**src/rtl/regfile_self_check_pkg.sv**
```systemverilog
// Shared definitions for the on-FPGA processor result checkers.
// Holds the run-state encoding and index-width helper.
package regfile_self_check_pkg;

    typedef enum logic [2:0] {
        ST_IDLE,
        ST_WAIT,
        ST_ISSUE,
        ST_DRAIN,
        ST_DONE
    } check_state_t;

    // Index width for a table of n entries, never narrower than one bit.
    function automatic int clog2_min1(input int n);
        int w;
        w = 0;
        while ((1 << w) < n) w++;
        return (w < 1) ? 1 : w;
    endfunction

endpackage

```
**src/rtl/regfile_self_check_if.sv**
```systemverilog
// Expected-table lookup and spare regfile read port seen by the checker.
// The checker is the master: it drives the index and the read address.
interface regfile_self_check_if
    import regfile_self_check_pkg::*;
#(
    parameter int DATA_W     = 32,
    parameter int REG_AW     = 5,
    parameter int NUM_CHECKS = 8
);
    localparam int IDX_W = clog2_min1(NUM_CHECKS);

    logic [IDX_W-1:0]  tbl_index;
    logic [REG_AW-1:0] tbl_reg;
    logic [DATA_W-1:0] tbl_value;
    logic [REG_AW-1:0] rf_read_addr;
    logic [DATA_W-1:0] rf_read_data;

    modport master (
        output tbl_index, rf_read_addr,
        input  tbl_reg, tbl_value, rf_read_data
    );

    modport slave (
        input  tbl_index, rf_read_addr,
        output tbl_reg, tbl_value, rf_read_data
    );
endinterface

```
**src/rtl/regfile_self_check_delay_line.sv**
```systemverilog
// Valid+data shift register that lines expected entries up with regfile read data.
// Depth 0 is a plain wire; flush drops every in-flight entry.
module check_delay_line #(
    parameter int DATA_W = 37,
    parameter int STAGES = 1
) (
    input  logic              clock,
    input  logic              reset,
    input  logic              flush,
    input  logic              vld_in,
    input  logic [DATA_W-1:0] data_in,
    output logic              vld_out,
    output logic [DATA_W-1:0] data_out
);
    generate
        if (STAGES == 0) begin : g_wire
            logic unused_ctrl;
            assign unused_ctrl = ^{clock, reset, flush};
            assign vld_out     = vld_in;
            assign data_out    = data_in;
        end else begin : g_pipe
            logic              vld_p  [STAGES];
            logic [DATA_W-1:0] data_p [STAGES];

            always_ff @(posedge clock or negedge reset) begin
                if (!reset) begin
                    for (int i = 0; i < STAGES; i++) vld_p[i] <= 1'b0;
                end else if (flush) begin
                    for (int i = 0; i < STAGES; i++) vld_p[i] <= 1'b0;
                end else begin
                    vld_p[0] <= vld_in;
                    for (int i = 1; i < STAGES; i++) vld_p[i] <= vld_p[i-1];
                end
            end

            // Payload needs no reset: it is only looked at when its valid is set.
            always_ff @(posedge clock) begin
                data_p[0] <= data_in;
                for (int i = 1; i < STAGES; i++) data_p[i] <= data_p[i-1];
            end

            assign vld_out  = vld_p[STAGES-1];
            assign data_out = data_p[STAGES-1];
        end
    endgenerate
endmodule

```
**src/rtl/regfile_self_check.sv**
```systemverilog
// Register-file result checker: waits, reads each table register through a spare
// read port, compares against the expected table and records errors / first mismatch.
module regfile_self_check
    import regfile_self_check_pkg::*;
#(
    parameter int DATA_W       = 32,
    parameter int REG_AW       = 5,
    parameter int NUM_CHECKS   = 8,
    parameter int READ_LATENCY = 1,
    parameter int CNT_W        = 16,
    parameter int ERR_W        = 8,
    parameter int STOP_ON_FAIL = 0
) (
    input  logic                  clock,
    input  logic                  reset,
    input  logic                  start,
    input  logic [CNT_W-1:0]      cycle_limit,
    regfile_self_check_if.master  bus,
    output logic                  busy,
    output logic                  done,
    output logic                  pass,
    output logic [ERR_W-1:0]      error_count,
    output logic                  first_fail_valid,
    output logic [REG_AW-1:0]     first_fail_reg,
    output logic [DATA_W-1:0]     first_fail_expected,
    output logic [DATA_W-1:0]     first_fail_actual
);
    localparam int                IDX_W    = clog2_min1(NUM_CHECKS);
    localparam int                ENT_W    = REG_AW + DATA_W;
    localparam logic [IDX_W-1:0]  LAST_IDX = IDX_W'(NUM_CHECKS - 1);

    check_state_t      state;
    logic [CNT_W-1:0]  wcnt;
    logic [IDX_W-1:0]  idx;
    logic [1:0]        dcnt;

    logic              issuing, kill_issue, mismatch, stop_now;
    logic              vld_p0, vld_cmp;
    logic [ENT_W-1:0]  ent_p0, ent_cmp;
    logic [REG_AW-1:0] cmp_reg;
    logic [DATA_W-1:0] cmp_exp;

    function automatic logic [ERR_W-1:0] err_sat_inc(input logic [ERR_W-1:0] v);
        return (&v) ? v : v + ERR_W'(1);
    endfunction

    // A stop found in the issue cycle also withholds that cycle's read.
    generate
        if (READ_LATENCY > 0 && STOP_ON_FAIL != 0) begin : g_kill
            assign kill_issue = mismatch;
        end else begin : g_nokill
            assign kill_issue = 1'b0;
        end
    endgenerate

    assign issuing          = (state == ST_ISSUE) && !kill_issue;
    assign bus.tbl_index    = issuing ? idx : '0;
    assign bus.rf_read_addr = issuing ? bus.tbl_reg : '0;
    assign vld_p0           = issuing;
    assign ent_p0           = {bus.tbl_reg, bus.tbl_value};

    check_delay_line #(
        .DATA_W (ENT_W),
        .STAGES (READ_LATENCY)
    ) u_delay (
        .clock    (clock),
        .reset    (reset),
        .flush    (stop_now),
        .vld_in   (vld_p0),
        .data_in  (ent_p0),
        .vld_out  (vld_cmp),
        .data_out (ent_cmp)
    );

    // Compare stage: the entry emerging now pairs with the read data arriving now.
    assign {cmp_reg, cmp_exp} = ent_cmp;
    assign mismatch = vld_cmp && (bus.rf_read_data !== cmp_exp);
    assign stop_now = (STOP_ON_FAIL != 0) && mismatch;

    assign busy = (state == ST_WAIT) || (state == ST_ISSUE) || (state == ST_DRAIN);
    assign done = (state == ST_DONE);
    assign pass = done && (error_count == '0);

    always_ff @(posedge clock or negedge reset) begin
        if (!reset) begin
            state               <= ST_IDLE;
            wcnt                <= '0;
            idx                 <= '0;
            dcnt                <= '0;
            error_count         <= '0;
            first_fail_valid    <= 1'b0;
            first_fail_reg      <= '0;
            first_fail_expected <= '0;
            first_fail_actual   <= '0;
        end else begin
            case (state)
                ST_IDLE, ST_DONE: begin
                    if (start) begin
                        error_count         <= '0;
                        first_fail_valid    <= 1'b0;
                        first_fail_reg      <= '0;
                        first_fail_expected <= '0;
                        first_fail_actual   <= '0;
                        idx                 <= '0;
                        if (cycle_limit == '0) begin
                            state <= ST_ISSUE;
                        end else begin
                            wcnt  <= cycle_limit - CNT_W'(1);
                            state <= ST_WAIT;
                        end
                    end
                end
                ST_WAIT: begin
                    if (wcnt == '0) state <= ST_ISSUE;
                    else            wcnt  <= wcnt - CNT_W'(1);
                end
                ST_ISSUE: begin
                    if (stop_now) begin
                        idx   <= '0;
                        state <= ST_DONE;
                    end else if (idx == LAST_IDX) begin
                        idx <= '0;
                        if (READ_LATENCY == 0) begin
                            state <= ST_DONE;
                        end else begin
                            dcnt  <= 2'(READ_LATENCY - 1);
                            state <= ST_DRAIN;
                        end
                    end else begin
                        idx <= idx + IDX_W'(1);
                    end
                end
                ST_DRAIN: begin
                    if (stop_now || dcnt == 2'd0) state <= ST_DONE;
                    else                          dcnt  <= dcnt - 2'd1;
                end
                default: state <= ST_IDLE;
            endcase

            if (mismatch) begin
                error_count <= err_sat_inc(error_count);
                if (!first_fail_valid) begin
                    first_fail_valid    <= 1'b1;
                    first_fail_reg      <= cmp_reg;
                    first_fail_expected <= cmp_exp;
                    first_fail_actual   <= bus.rf_read_data;
                end
            end
        end
    end
endmodule

```
**src/flat_wrapper.sv**
```systemverilog
// flat-port wrapper written by rule: the top's interface ports become plain ports
module regfile_self_check_flat import regfile_self_check_pkg::*;
#(
    parameter int DATA_W       = 32,
    parameter int REG_AW       = 5,
    parameter int NUM_CHECKS   = 8,
    parameter int READ_LATENCY = 1,
    parameter int CNT_W        = 16,
    parameter int ERR_W        = 8,
    parameter int STOP_ON_FAIL = 0
)
  (clock, reset, start, cycle_limit, busy, done, pass, error_count, first_fail_valid, first_fail_reg, first_fail_expected, first_fail_actual, bus_tbl_index, bus_rf_read_addr, bus_tbl_reg, bus_tbl_value, bus_rf_read_data);
  regfile_self_check_if #(.DATA_W(DATA_W), .REG_AW(REG_AW), .NUM_CHECKS(NUM_CHECKS)) bus_i ();
  input  logic clock;
  input  logic reset;
  input  logic start;
  input  logic [CNT_W-1:0] cycle_limit;
  output logic busy;
  output logic done;
  output logic pass;
  output logic [ERR_W-1:0] error_count;
  output logic first_fail_valid;
  output logic [REG_AW-1:0] first_fail_reg;
  output logic [DATA_W-1:0] first_fail_expected;
  output logic [DATA_W-1:0] first_fail_actual;
  output wire logic [$bits(bus_i.tbl_index)-1:0] bus_tbl_index;
  output wire logic [$bits(bus_i.rf_read_addr)-1:0] bus_rf_read_addr;
  input wire logic [$bits(bus_i.tbl_reg)-1:0] bus_tbl_reg;
  input wire logic [$bits(bus_i.tbl_value)-1:0] bus_tbl_value;
  input wire logic [$bits(bus_i.rf_read_data)-1:0] bus_rf_read_data;
  assign bus_tbl_index = bus_i.tbl_index;
  assign bus_rf_read_addr = bus_i.rf_read_addr;
  assign bus_i.tbl_reg = bus_tbl_reg;
  assign bus_i.tbl_value = bus_tbl_value;
  assign bus_i.rf_read_data = bus_rf_read_data;
  regfile_self_check #(.DATA_W(DATA_W), .REG_AW(REG_AW), .NUM_CHECKS(NUM_CHECKS), .READ_LATENCY(READ_LATENCY), .CNT_W(CNT_W), .ERR_W(ERR_W), .STOP_ON_FAIL(STOP_ON_FAIL)) u_core (.clock(clock), .reset(reset), .start(start), .cycle_limit(cycle_limit), .bus(bus_i), .busy(busy), .done(done), .pass(pass), .error_count(error_count), .first_fail_valid(first_fail_valid), .first_fail_reg(first_fail_reg), .first_fail_expected(first_fail_expected), .first_fail_actual(first_fail_actual));
endmodule
```
**config.mk**
```make
export PLATFORM = sky130hd
export DESIGN_NAME = regfile_self_check_flat
export DESIGN_NICKNAME = d
export VERILOG_FILES = /design/src/rtl/regfile_self_check_pkg.sv /design/src/rtl/regfile_self_check_if.sv /design/src/rtl/regfile_self_check_delay_line.sv /design/src/rtl/regfile_self_check.sv /design/src/flat_wrapper.sv
export SDC_FILE = /design/constraint.sdc
export NUM_CORES = 1
export LEC_CHECK = 0
export BUFFER_PORTS_ARGS = -buffer_cell sky130_fd_sc_hd__buf_2
export CAP_MARGIN = 15
export CORE_MARGIN = 5
export CORE_UTILIZATION = 30
export CTS_CLUSTER_SIZE = 40
export DETAILED_ROUTE_END_ITERATION = 16
export SETUP_SLACK_MARGIN = 0.02
export SYNTH_ARGS = -nofsm -noshare
export SYNTH_HDL_FRONTEND = slang
export SYNTH_HIERARCHICAL = 1
export SYNTH_SLANG_ARGS = --single-unit
```
**constraint.sdc**
```tcl
create_clock -name clock -period 3.4 [get_ports clock]
set_clock_uncertainty 0.05 [all_clocks]
set_input_delay 0.17 -clock clock [delete_from_list [all_inputs] [get_ports clock]]
set_output_delay 0.17 -clock clock [all_outputs]
set_load 0.03 [all_outputs]
```
; ---- After elaboration in Yosys (flattened, before gate mapping)
; Memories as Yosys holds them, arrays and structs flattened.
; Index checks and enable logic that the tools add are counted.
[word_totals]
latchBits = 0
rom_bits = 0
word_cells = 89
register_bits = 103
ramBits = 37
n_memories = 1
[classes]
shift = 0
mul = 0
n_reduce_logical = 21
addsub = 5
order_cmp = 0
div_mod_pow = 0
bitwise_logic = 0
n_mux = 38
eq_ne = 14
[mem_list]
columns = memory, words, width, read_ports, rd_clocked_by_memory_dff, wr, line
row1 = u_core.u_delay.g_pipe.data_p, 1, 37, 1, 0, 1, regfile_self_check_delay_line.sv:23  ; logic [DATA_W-1:0] data_p [STAGES];
[ops]
columns = op, count
row1 = two-way mux 32 bit, 8
row2 = two-way mux 16 bit, 3
row3 = logical NOT 16 bit, 2
row4 = two-way mux 8 bit, 4
row5 = case inequality test 32 bit, 1
row6 = one-hot mux 16 bit (2 select lines), 1
row7 = subtractor 16 x 1 -> 16 bit (second input constant), 2
row8 = two-way mux 5 bit, 5
row9 = two-way mux 3 bit, 7
row10 = != test 2 bit (second input constant), 8
row11 = one-hot mux 3 bit (4 select lines), 1
row12 = nonzero test 2 bit, 5
row13 = adder 8 x 1 -> 8 bit (second input constant), 1
row14 = logical NOT 8 bit, 1
row15 = AND reduction 4 bit, 2
row16 = AND reduction 8 bit, 1
row17 = == test 3 x 2 -> 1 bit (second input constant), 2
row18 = == test 3 bit (second input constant), 2
row19 = two-way mux 2 bit, 3
row20 = one-hot mux 3 bit (2 select lines), 1
row21 = AND reduction 3 bit, 2
row22 = two-way mux 1 bit, 4
row23 = one-hot mux 2 bit (2 select lines), 1
row24 = adder 3 x 1 -> 3 bit (second input constant), 1
row25 = other kinds (8), 10

; ---- Depth between registers and ports, before layout
[depth]
ltp_word = 5
ltp_mapped = 11

; ---- Modules after synthesis
; The synthesis kept the hierarchy.
[by_module_without_submodules]
columns = module, seq_area_each_um2, instances, area_each_um2, cells_each
row1 = regfile_self_check, 2552.4, 1, 5871.9, 631
row2 = check_delay_line, 765.7, 1, 779.5, 39

; ---- Worst setup path before layout
; Ideal clock, no wire load.
[synth_path]
kind = reg2reg
from = register u_core.state[0]
to = register u_core.wcnt[8]
period_less_slack_ns = 2.652
slack_ns = 0.748
path_stages_with_launch = 12
t_required_ns = 3.226
t_arrival_ns = 2.478
cell_sequence = dfrtp_1 > buf_4 > nor3b_4 > buf_2 > buf_2 > mux2i_1 > ha_1 > clkbuf_1 > o221a_2 > nor2_1 > o21a_1 > a211o_1
[synth_between]
elab_chain_len = 4
elab_cells_between_ends = 10
[synth_lines]
columns = element, line
row1 = start: declaration, regfile_self_check.sv:32  ; check_state_t state;
row2 = start signal: assignment, regfile_self_check.sv:86  ; state <= ST_IDLE;
row3 = start signal: assignment, regfile_self_check.sv:106  ; state <= ST_ISSUE;
row4 = start signal: assignment, regfile_self_check.sv:109  ; state <= ST_WAIT;
row5 = == test 3 bit / logical NOT 3 bit (equally long branches), regfile_self_check.sv:96  ; case (state)
row6 = OR reduction 2 bit, regfile_self_check.sv:96
row7 = != test 2 bit (no source line) / nonzero test 2 bit (equally long branches), -
row8 = AND reduction 4 bit (no source line), -
row9 = end signal: assignment, regfile_self_check.sv:108  ; wcnt <= cycle_limit - CNT_W'(1);
row10 = end signal: assignment, regfile_self_check.sv:115  ; else wcnt <= wcnt - CNT_W'(1);
row11 = end: declaration, regfile_self_check.sv:33  ; logic [CNT_W-1:0] wcnt;
; Parallel ways exist; a longest one is shown, timed or not.
; A chain may end at the register's enable or synchronous reset.

; ---- Final worst setup path
[layout_path]
from = input bus_rf_read_data[17]
to = register u_core.first_fail_actual[25]
[layout_between]
elab_chain_len = 3
[layout_lines]
columns = element, line
row1 = start: declaration, flat_wrapper.sv:30  ; input wire logic [$bits(bus_i.rf_read_data)-1:0] bus_rf_read_data;
row2 = case inequality test 32 bit, regfile_self_check.sv:77  ; assign mismatch = vld_cmp && (bus.rf_read_data !== cmp_exp);
row3 = logical AND 1 bit, regfile_self_check.sv:77
row4 = two-way mux 32 bit, regfile_self_check.sv:140  ; if (mismatch) begin
row5 = end signal: assignment, regfile_self_check.sv:146  ; first_fail_actual <= bus.rf_read_data;
row6 = end: declaration, regfile_self_check.sv:26  ; output logic [DATA_W-1:0] first_fail_actual
; No other way between the ends.

==> results.toml <==
[run_status]
status = "finished, final reports clean"

[setup_path]
crit_fanout = 32
critPathLaunchType = "input port"
reg2reg_depth = 7
startpoint = "bus_rf_read_data[17]"
timing.rr.end = "u_core/first_fail_actual[25]$_DFF_PN0_"
critPathMaxStageDelay_ps = 590
cp.required_ps = 3680
r2r_start = "u_core/u_delay/g_pipe.data_p[0][19]$_DFF_P_"
cp-end-kind = "flip-flop"
cp_cell_sequence = "dlygate4sd3_1 > buf_2 > xor2_1 > nor4_1 > nand4_1 > nor2_2 > or3_4 > buf_12 > mux2i_1"
cp_slowest_cell = "nor4_1"
cp.arrival_ps = 2970
critPathKind = "in2reg"
reg2reg_slack_ps = 840

[floorplanning]
rows = 54
start_util_pct = 30.48
num_io_pins = 177
die_x_um = 158.9
die_y_um = 158.9
dieArea_mm2 = 0.02525
fp.coreArea_mm2 = 0.02182

[synth]
synth_xor_area_share_pct = 4.609
synth_compound_area_share_pct = 9.537
ys_types = 75
synthSimpleGateAreaFrac_pct = 16.23
synth_seq_cells = 140
syn_area_mm2 = 0.006651
syn_nets = 764
muxShareOfSynthArea_pct = 11.72
ys_seq_area_share_pct = 49.89
async_flop_share_pct = 73.57
synth_top_family_by_area = "simple AND/OR/NAND/NOR gates"
postSynthAreaPerCell_um2 = 9.927
synth-edff-count = 0
synth_ff_type = "dfrtp_1"
syn_inst = 670
ys_warn_count = 6
synthAdderAreaFrac_pct = 1.129

[timing]
slew_headroom_pct = 42.94
fmax_mhz = 371.4
fin_crit_sh_pct = 79.19
hold_violations = 0
rsz0062_at_grt = "no"
tightestPinTransition_ps = 855.8
tns_ps = 0
maxSlewViolCount = 0
setup-violations-final = 0
fin_crit_ps = 2692

[routing]
vias = 5583
drt-total-wl_mm = 18.91
drc = 0
drt_iter0_drc = 238
drtPass1Iterations = 5
ant_nets = 0
wire_per_inst_um = 15.61
vias_per_cell = 4.610

[grt]
grtUsageTotal_pct = 14.86
grt_remaining_overflow = 0
grt_pass1_vias = 5646
grt_max_degree = 62
grt_first_pass_wirelength_mm = 30.56
antenna_found_initial = 3

[worst_hold_path]
hp-class = "in2reg"
hold_end = "u_core/wcnt[15]$_DFFE_PN0P_"
hp-start = "cycle_limit[15]"
whs_path_depth = 3

[cells_and_area]
reg_top3 = "u_core/u_delay/g_pipe.data_p (37), u_core/first_fail_actual (32), u_core/first_fail_expected (32)"
area_growth_pct = 37.94
post-route-util_pct = 42.04
n_fill_cell = 2172
largest_register_ffs = 37
final_nets = 1010
drive_above_1_share_pct = 26.05
max_flop_register = "u_core/u_delay/g_pipe.data_p"

[clock_network]
cts_buffers = 17
cts_tree = "built"
cts.sinks = 140
cts.root.buffer_cell = "clkbuf_16"
htree_levels = 4
clock_latency_ps = 410
ctsResizeCount = 0
post-cts-setup-buffers = 0
clkTransAtPathRegs_ps = 70
cts.path.max_buffers = 2

[power]
pwr_density_cell_mw_per_mm2 = 819.0
leakage_nw = 4.937
ir_worst_vdd_mv = 0.3474

[placed_design]
numPortBuffers = 176
gp_congestion = 0.8329
dp_hpwl_mm = 13.45

[job]
drv_cap = 0
[synthesized netlist by cell type (11+ instances only)]
| cell | number | area [um^2] |
|---|---|---|
| a21oi_1 | 23 | 115.1 |
| clkbuf_1 | 13 | 48.80 |
| dfrtp_1 | 103 | 2577 |
| dfxtp_1 | 37 | 740.7 |
| inv_1 | 80 | 300.3 |
| mux2i_1 | 72 | 720.7 |
| nand2_1 | 98 | 367.9 |
| nand3_1 | 11 | 55.05 |
| nor2_1 | 24 | 90.09 |
| nor3_1 | 11 | 55.05 |
| nor4_1 | 12 | 75.07 |
| o21ai_0 | 13 | 65.06 |
| xor2_1 | 34 | 297.8 |
[layout make-up]
| cell class | instances | area [um^2] | share of cell area (%) |
|---|---|---|---|
| multi-input cells | 421 | 2887 | 31.46 |
| repair buffers | 255 | 1704 | 18.57 |
| clock inverters | 13 | 153.9 | 1.677 |
| clock buffers | 19 | 452.9 | 4.937 |
| well taps | 280 | 350.3 | 3.818 |
| diodes | 2 | 5.005 | 0.05455 |
| inverters | 81 | 304.0 | 3.314 |
| flip-flops and latches | 140 | 3318 | 36.17 |
[worst max-delay path: cells and delay by family]
family                 cells  cell delay (ps)
multiplexers               1              240
AND/OR/NAND/NOR            4             1390
XOR/XNOR                   1              180
buffers and inverters      3              990
[metrics by stage]
step	power (mW)	hold slack [ps]	area, um^2	std cells	setup WS (ps)
final	7.515	43.31	9175	1211	707.6
after global routing	7.989	45.70	9175	1211	577.2
after CTS	7.612	17.31	9170	1209	738.1
after detailed placement	5.591	223.6	7853	1106	849.1
after global placement	5.547	222.6	7853	1106	873.1
after floorplan	4.647	-175.6	6651	670	747.8
[logic make-up after synthesis]
| group | after synthesis |
|---|---|
| flip-flops | 140 |
| other | 1 |
| buffers and inverters | 109 |
| XOR/XNOR | 35 |
| AO/OA/AOI/OAI | 92 |
| multiplexers | 77 |
| adder cells (fa/ha/maj) | 6 |
| AND/OR/NAND/NOR | 210 |
[cell usage in the layout, fill, tap and decap left out, types with 12 or more instances in the layout]
cell type	instances
buf_2	175
dfrtp_1	103
nand2_1	97
inv_1	80
mux2i_1	72
dlygate4sd3_1	71
dfxtp_1	37
xor2_1	34
nor2_1	24
a21oi_1	23
clkbuf_16	17
o21ai_0	13
nor4_1	12
[timing repair]
| item | in CTS | in global routing |
|---|---|---|
| hold buffers | 71 | 0 |
| setup endpoints to repair | 0 | 0 |
| endpoints found under the hold margin | 130 | 0 |
[layer usage]
| layer | track usage [%] | part of all wire (%) | vias up |
|---|---|---|---|
| li1 | - | - | 2772 |
| met2 | 24.33 | 48 | 153 |
| met4 | 4.498 | 1.7 | 2 |
| met3 | 4.381 | 5.0 | 25 |
| met5 | 0 | 0.069 | - |
| met1 | 19.05 | 45 | 2631 |
[how the worst max path moves through the flow]
stage	cells after the start	to	slack, ps
finish	9	u_core/first_fail_actual[25]$_DFF_PN0_	710
global route	9	u_core/first_fail_expected[4]$_DFF_PN0_	580
detailed placement	7	u_core/first_fail_expected[31]$_DFF_PN0_	850
global placement	7	u_core/first_fail_expected[3]$_DFF_PN0_	870
floorplan	11	u_core/wcnt[8]$_DFFE_PN0P_	750
CTS	9	u_core/first_fail_expected[2]$_DFF_PN0_	740
[power by group]
part | switching (mW) | leakage (nW) | internal [mW]
logic | 1.99 | 2.99 | 1.05
registers | 0.400 | 1.66 | 2.16
clock network | 0.768 | 0.286 | 1.14
total | 3.16 | 4.94 | 4.35
No activity file was read; power rests on OpenSTA's default activity.
